$ cat config.mk
export PLATFORM = sky130hd
export DESIGN_NAME = ppu_oam_flat
export DESIGN_NICKNAME = d
export VERILOG_FILES = /design/src/rtl/ppu_pkg.sv /design/src/rtl/ppu_oam_if.sv /design/src/rtl/ppu_oam_ram.sv /design/src/rtl/ppu_oam.sv /design/src/flat_wrapper.sv
export SDC_FILE = /design/constraint.sdc
export NUM_CORES = 2
export LEC_CHECK = 0
export CORE_UTILIZATION = 64
export CTS_CLUSTER_SIZE = 8
export DETAILED_ROUTE_END_ITERATION = 7
export DONT_BUFFER_PORTS = 1
export MAX_ROUTING_LAYER = met4
export PLACE_DENSITY = 0.78
export SLEW_MARGIN = 20
export SYNTH_ARGS = -nofsm -noshare
export SYNTH_HDL_FRONTEND = slang
export SYNTH_SLANG_ARGS = --single-unit
$ cat constraint.sdc
create_clock -name clk -period 13.1 [get_ports clk]
set_clock_uncertainty 0.05 [all_clocks]
set_input_delay 1.965 -clock clk [delete_from_list [all_inputs] [get_ports clk]]
set_output_delay 1.965 -clock clk [all_outputs]
set_load 0.03 [all_outputs]
$ cat src/rtl/ppu_pkg.sv
// PPU register-map constants shared by the OAM, the DMA engine and the other PPU register blocks.
package ppu_pkg;
  localparam logic [15:0] PPU_REG_BASE      = 16'h2000;
  localparam logic [2:0]  OAMADDR_IDX       = 3'd3;
  localparam logic [2:0]  OAMDATA_IDX       = 3'd4;
  localparam logic [15:0] OAMDMA            = 16'h4014;
  localparam logic [15:0] OAMDATA           = 16'h2004;
  localparam logic [7:0]  ATTR_MASK_DEFAULT = 8'hE3;
  localparam int          OAM_AW            = 8;

  // While rendering, $2004 writes only bump the sprite index (upper six bits).
  function automatic logic [OAM_AW-1:0] oam_addr_inc(input logic [OAM_AW-1:0] a,
                                                     input logic rendering);
    return rendering ? {a[7:2] + 6'd1, a[1:0]} : a + 8'd1;
  endfunction
endpackage

$ cat src/rtl/ppu_oam_if.sv
// CPU/DMA register bus as seen by the PPU register blocks.
interface ppu_oam_if;
  logic        cpu_ce_i;
  logic [15:0] cpu_addr_i;
  logic [7:0]  cpu_data_i;
  logic        rw_i;
  logic [7:0]  cpu_data_o;
  logic        cpu_rd_en_o;

  modport master (output cpu_ce_i, cpu_addr_i, cpu_data_i, rw_i,
                  input  cpu_data_o, cpu_rd_en_o);
  modport slave  (input  cpu_ce_i, cpu_addr_i, cpu_data_i, rw_i,
                  output cpu_data_o, cpu_rd_en_o);
endinterface

$ cat src/rtl/ppu_oam_ram.sv
// OAM storage: one write port, NUM_RD registered write-first read ports.
module ppu_oam_ram #(
  parameter int                  DEPTH  = 256,
  parameter int                  AW     = 8,
  parameter int                  DW     = 8,
  parameter int                  NUM_RD = 2,
  parameter logic [NUM_RD-1:0]   RD_RST = '0
) (
  input  logic                          clk,
  input  logic                          rst,
  input  logic                          we,
  input  logic [AW-1:0]                 waddr,
  input  logic [DW-1:0]                 wdata,
  input  logic [NUM_RD-1:0][AW-1:0]     raddr,
  output logic [NUM_RD-1:0][DW-1:0]     rdata
);
  logic [DW-1:0] mem [DEPTH];

  always_ff @(posedge clk)
    if (we) mem[waddr] <= wdata;

  for (genvar i = 0; i < NUM_RD; i++) begin : g_rd
    logic [DW-1:0] rd_nxt;
    assign rd_nxt = (we && waddr == raddr[i]) ? wdata : mem[raddr[i]];

    // Ports without reset keep tracking memory through rst, so they stay coherent afterwards.
    always_ff @(posedge clk)
      if (RD_RST[i] && rst) rdata[i] <= '0;
      else                  rdata[i] <= rd_nxt;
  end
endmodule

$ cat src/rtl/ppu_oam.sv
// OAMADDR/OAMDATA register pair in front of the 256-byte OAM, plus the sprite read port.
module ppu_oam
  import ppu_pkg::*;
#(
  parameter logic [7:0] ATTR_MASK = ATTR_MASK_DEFAULT,
  parameter int         OAM_DEPTH = 256
) (
  input  logic              clk,
  input  logic              rst,
  ppu_oam_if.slave          bus,
  input  logic              rendering_i,
  input  logic              oamaddr_clr_i,
  input  logic [OAM_AW-1:0] spr_addr_i,
  output logic [7:0]        spr_data_o,
  output logic [OAM_AW-1:0] oam_addr_o
);
  localparam int RD_CPU = 0;
  localparam int RD_SPR = 1;

  logic              sel, wr2003, wr2004, rd2004, we;
  logic [OAM_AW-1:0] oam_addr, oam_addr_next;
  logic [7:0]        wdata;
  logic [1:0][OAM_AW-1:0] raddr;
  logic [1:0][7:0]        rdata;
  logic                   unused_addr;

  assign unused_addr = ^bus.cpu_addr_i[12:3];

  // Registers mirror every 8 bytes across $2000-$3FFF; rst forces the decode off.
  assign sel    = bus.cpu_ce_i & ~rst & (bus.cpu_addr_i[15:13] == PPU_REG_BASE[15:13]);
  assign wr2003 = sel & ~bus.rw_i & (bus.cpu_addr_i[2:0] == OAMADDR_IDX);
  assign wr2004 = sel & ~bus.rw_i & (bus.cpu_addr_i[2:0] == OAMDATA_IDX);
  assign rd2004 = sel &  bus.rw_i & (bus.cpu_addr_i[2:0] == OAMDATA_IDX);

  always_comb begin
    oam_addr_next = oam_addr;
    if (rst || oamaddr_clr_i) oam_addr_next = '0;
    else if (wr2003)          oam_addr_next = bus.cpu_data_i;
    else if (wr2004)          oam_addr_next = oam_addr_inc(oam_addr, rendering_i);
  end

  always_ff @(posedge clk)
    if (rst) oam_addr <= '0;
    else     oam_addr <= oam_addr_next;

  assign we    = wr2004 & ~rendering_i;
  assign wdata = (oam_addr[1:0] == 2'd2) ? (bus.cpu_data_i & ATTR_MASK) : bus.cpu_data_i;

  // The CPU port looks ahead at the next address so its registered data matches OAMADDR now.
  assign raddr[RD_CPU] = oam_addr_next;
  assign raddr[RD_SPR] = spr_addr_i;

  ppu_oam_ram #(
    .DEPTH (OAM_DEPTH),
    .AW    (OAM_AW),
    .DW    (8),
    .NUM_RD(2),
    .RD_RST(2'b10)
  ) u_ram (
    .clk  (clk),
    .rst  (rst),
    .we   (we),
    .waddr(oam_addr),
    .wdata(wdata),
    .raddr(raddr),
    .rdata(rdata)
  );

  assign spr_data_o      = rdata[RD_SPR];
  assign oam_addr_o      = oam_addr;
  assign bus.cpu_rd_en_o = rd2004;
  assign bus.cpu_data_o  = !rd2004    ? 8'h00 :
                           rendering_i ? rdata[RD_SPR] : rdata[RD_CPU];
endmodule

$ cat src/flat_wrapper.sv
// flat-port wrapper written by rule: the top's interface ports become plain ports
module ppu_oam_flat import ppu_pkg::*;
#(
  parameter logic [7:0] ATTR_MASK = ATTR_MASK_DEFAULT,
  parameter int         OAM_DEPTH = 256
)
  (clk, rst, rendering_i, oamaddr_clr_i, spr_addr_i, spr_data_o, oam_addr_o, bus_cpu_ce_i, bus_cpu_addr_i, bus_cpu_data_i, bus_rw_i, bus_cpu_data_o, bus_cpu_rd_en_o);
  ppu_oam_if bus_i ();
  input  logic clk;
  input  logic rst;
  input  logic rendering_i;
  input  logic oamaddr_clr_i;
  input  logic [OAM_AW-1:0] spr_addr_i;
  output logic [7:0] spr_data_o;
  output logic [OAM_AW-1:0] oam_addr_o;
  input wire logic [$bits(bus_i.cpu_ce_i)-1:0] bus_cpu_ce_i;
  input wire logic [$bits(bus_i.cpu_addr_i)-1:0] bus_cpu_addr_i;
  input wire logic [$bits(bus_i.cpu_data_i)-1:0] bus_cpu_data_i;
  input wire logic [$bits(bus_i.rw_i)-1:0] bus_rw_i;
  output wire logic [$bits(bus_i.cpu_data_o)-1:0] bus_cpu_data_o;
  output wire logic [$bits(bus_i.cpu_rd_en_o)-1:0] bus_cpu_rd_en_o;
  assign bus_i.cpu_ce_i = bus_cpu_ce_i;
  assign bus_i.cpu_addr_i = bus_cpu_addr_i;
  assign bus_i.cpu_data_i = bus_cpu_data_i;
  assign bus_i.rw_i = bus_rw_i;
  assign bus_cpu_data_o = bus_i.cpu_data_o;
  assign bus_cpu_rd_en_o = bus_i.cpu_rd_en_o;
  ppu_oam #(.ATTR_MASK(ATTR_MASK), .OAM_DEPTH(OAM_DEPTH)) u_core (.clk(clk), .rst(rst), .bus(bus_i), .rendering_i(rendering_i), .oamaddr_clr_i(oamaddr_clr_i), .spr_addr_i(spr_addr_i), .spr_data_o(spr_data_o), .oam_addr_o(oam_addr_o));
endmodule
==> flow_summary.ini <==
[yosys]
yosysWarnings = 0
synth_edf_count = 2048
yosysUniqueCellTypes = 73
syn_inst = 5524
synthArstFlopShare_pct = 0
syn_avg_cell_area_um2 = 17.7
ys.flop_type = edfxtp_1
syn-cell-area_um2 = 97800
syn_nets = 5570
ys_seq_area_share_pct = 63.4
ys_ff_latch = 2072

[detailed_routing]
met2WireLength_um = 136000
wl_per_cell_um = 40.3
dr_wl_met3_um = 50900
drt_wl_total_um = 307000
vias = 61688
postRouteAntennaNets = 0
drcViolationCount = 105
wl_met1_um = 100000
dr.max_layer_used = met4
viasPerCell = 8.10
drtPass1Iterations = 8
drtIter0Drc = 11322

[critical_path]
start_kind = flop
worstSetupPathType = flop to output pin
crit_fanout = 45
cp_data_required_time_ps = 11090
r2r.worst_path.cells = 7
critical_path_arrival_ps = 6660
r2r_slack_ps = 8840
reg2reg_from = u_core.oam_addr_o[7]$_SDFF_PP0_
worstSetupEndpointType = output pin
reg2reg_to = u_core.u_ram.rdata[11]$_SDFF_PP0_
crit_end = bus_cpu_data_o[0]

[place]
gp_congestion = 0.996
io_buffers = 0
post-dp-hpwl_um = 181000
place_area_um2 = 98700

[power_and_ir_drop]
internal-power_mw = 11.8
combPwrFrac_pct = 3.5
power.share.clock_pct = 47.1
p_switching_mw = 3.05
swShare_pct = 20.6
power.total_mw = 14.8
ir_worst_vdd_v = 0.000148
p_seq_share_pct = 49.4
p_leak_nw = 32.4
p_per_area_nw_per_um2 = 138

[timing]
slew_violations = 0
min_period_over_period_pct = 66.2
setup_tns_ps = 0
worst_slew_pin_slew_ps = 1320
hold_slack_ps = 911
max_clock_freq_ghz = 0.115
slew_headroom_pct = 12.0
rsz0062_at_grt = false
setup_viol = 0
min_period_ps = 8670
hold_violations = 0

[die]
rows = 143
die_w_um = 393
pin_count = 63
die_h_um = 393
die_area_um2 = 154000
initial_utilization_pct = 64.4
core_um2 = 152000

[global_route]
grt_start_max_net_pins = 560
track_usage_pct = 41.1
grt_pass1_wl_um = 430000
first_global_vias = 60153
antenna_found_initial = 17
grt-ovfl-total = 0

[clock_tree]
clk_path_buf_depth = 4
post_cts_buffers = 0
cts_tree = done
numCtsBuffers = 308
htreeDepth = 5
clock_latency_ps = 930
cts.sinks = 2072
hold_buffers = 0
cts_root_buf = clkbuf_16
clk_pin_slew_worst_paths_ps = 50
cts_resized = 0

[finish]
final_common_cell = edfxtp_1
final_design_area_no_fill_um2 = 107000
final_cell_mix = edfxtp_1 (2048), mux4_2 (783), mux2i_1 (554)
fin_util_pct = 70.7
area_growth_pct = 9.64
drive_above_1_share_pct = 23.5
nets = 5555

[run_status]
violations = DRC
status = finished with violations

[min_path]
worstHoldPathType = flop to flop

[flow_run]
drv_cap = 0
[routing by layer]
layer | global-route usage, % | up-vias
met5 | - | -
met3 | 15.4 | 1147
met4 | 22.9 | 0
met2 | 57.3 | 6074
li1 | - | 23255
met1 | 52.2 | 31212
[metrics by stage]
stage	instances	setup WS [ps]
2_1_floorplan	5524	3440
3_3_place_gp	7219	5710
3_5_place_dp	7219	5710
4_1_cts	7582	4730
5_1_grt	7603	4340
6_report	7612	4430
[area by class of cell]
type	instances	area, µm²
Antenna cell	20	50.0
Multi-Input combinational cell	2988	33200
Clock buffer	357	8080
Fill cell	9080	44500
Sequential cell	2072	62000
Timing Repair Buffer	127	1220
Inverter	12	52.6
Clock inverter	6	52.6
Tap cell	2030	2540
[cells in the mapped netlist, types with 15 or more instances]
cell | number | area share, %
o22ai_1 | 202 | 1.3
dfxtp_1 | 24 | 0.49
clkbuf_1 | 179 | 0.69
a22oi_1 | 111 | 0.85
edfxtp_1 | 2048 | 63
buf_4 | 55 | 0.42
buf_1 | 24 | 0.092
nor3_1 | 58 | 0.30
mux2i_1 | 554 | 5.7
a211oi_1 | 89 | 0.68
nand4_1 | 19 | 0.12
a2111oi_0 | 33 | 0.30
buf_6 | 74 | 0.85
mux2_2 | 16 | 0.18
nand2_1 | 185 | 0.71
or3_1 | 21 | 0.13
o21ai_0 | 97 | 0.50
o211ai_1 | 15 | 0.12
a21oi_1 | 79 | 0.40
nor2_1 | 356 | 1.4
nand3_1 | 71 | 0.36
buf_2 | 107 | 0.55
mux4_2 | 783 | 18
o221ai_1 | 89 | 0.80
[worst min-delay path by stage]
stage | start | to | slack [ps] | cells after the start
CTS | u_core.oam_addr_o[1]$_SDFF_PP0_ | u_core.oam_addr_o[1]$_SDFF_PP0_ | 890 | 2
detailed placement | u_core.oam_addr_o[1]$_SDFF_PP0_ | u_core.oam_addr_o[1]$_SDFF_PP0_ | 880 | 2
global route | u_core.oam_addr_o[1]$_SDFF_PP0_ | u_core.oam_addr_o[1]$_SDFF_PP0_ | 940 | 2
finish | u_core.oam_addr_o[1]$_SDFF_PP0_ | u_core.oam_addr_o[1]$_SDFF_PP0_ | 910 | 2
global placement | u_core.oam_addr_o[1]$_SDFF_PP0_ | u_core.oam_addr_o[1]$_SDFF_PP0_ | 860 | 2
floorplan | u_core.oam_addr_o[1]$_SDFF_PP0_ | flop | 750 | 2
[flip-flops by register name, summed over array words and instances (netlist names), named ones only]
signal,flops
u_core.u_ram.mem,2048
u_core.u_ram.rdata,8
u_core.oam_addr_o,8
[critical path, stage by stage, from the launching register on]
cell       delay, ps
dfxtp_4         1040
buf_4            800
buf_4            660
mux2i_1          190
o221ai_1         250
nor3_1           100
or3_1            520
nor4_1           950
o2111ai_1        240
o211ai_1         870
[cell families after synthesis]
logic type      synth area share [%]
compound gates                  5.62
flops                           63.4
buf+inv                         2.85
simple gates                    3.73
xor+xnor                       0.125
mux                             24.2
fa+ha+maj                      0.102
[power groups by stage]
stage	Combinational (mW)	Sequential (mW)	Clock, mW
2_1_floorplan	0.351	7.45	0
3_3_place_gp	0.395	7.44	0
3_5_place_dp	0.400	7.44	0
4_1_cts	0.404	7.32	6.93
5_1_grt	0.521	7.31	7.19
6_report	0.516	7.31	6.97
No activity file was read; power rests on OpenSTA's default activity.
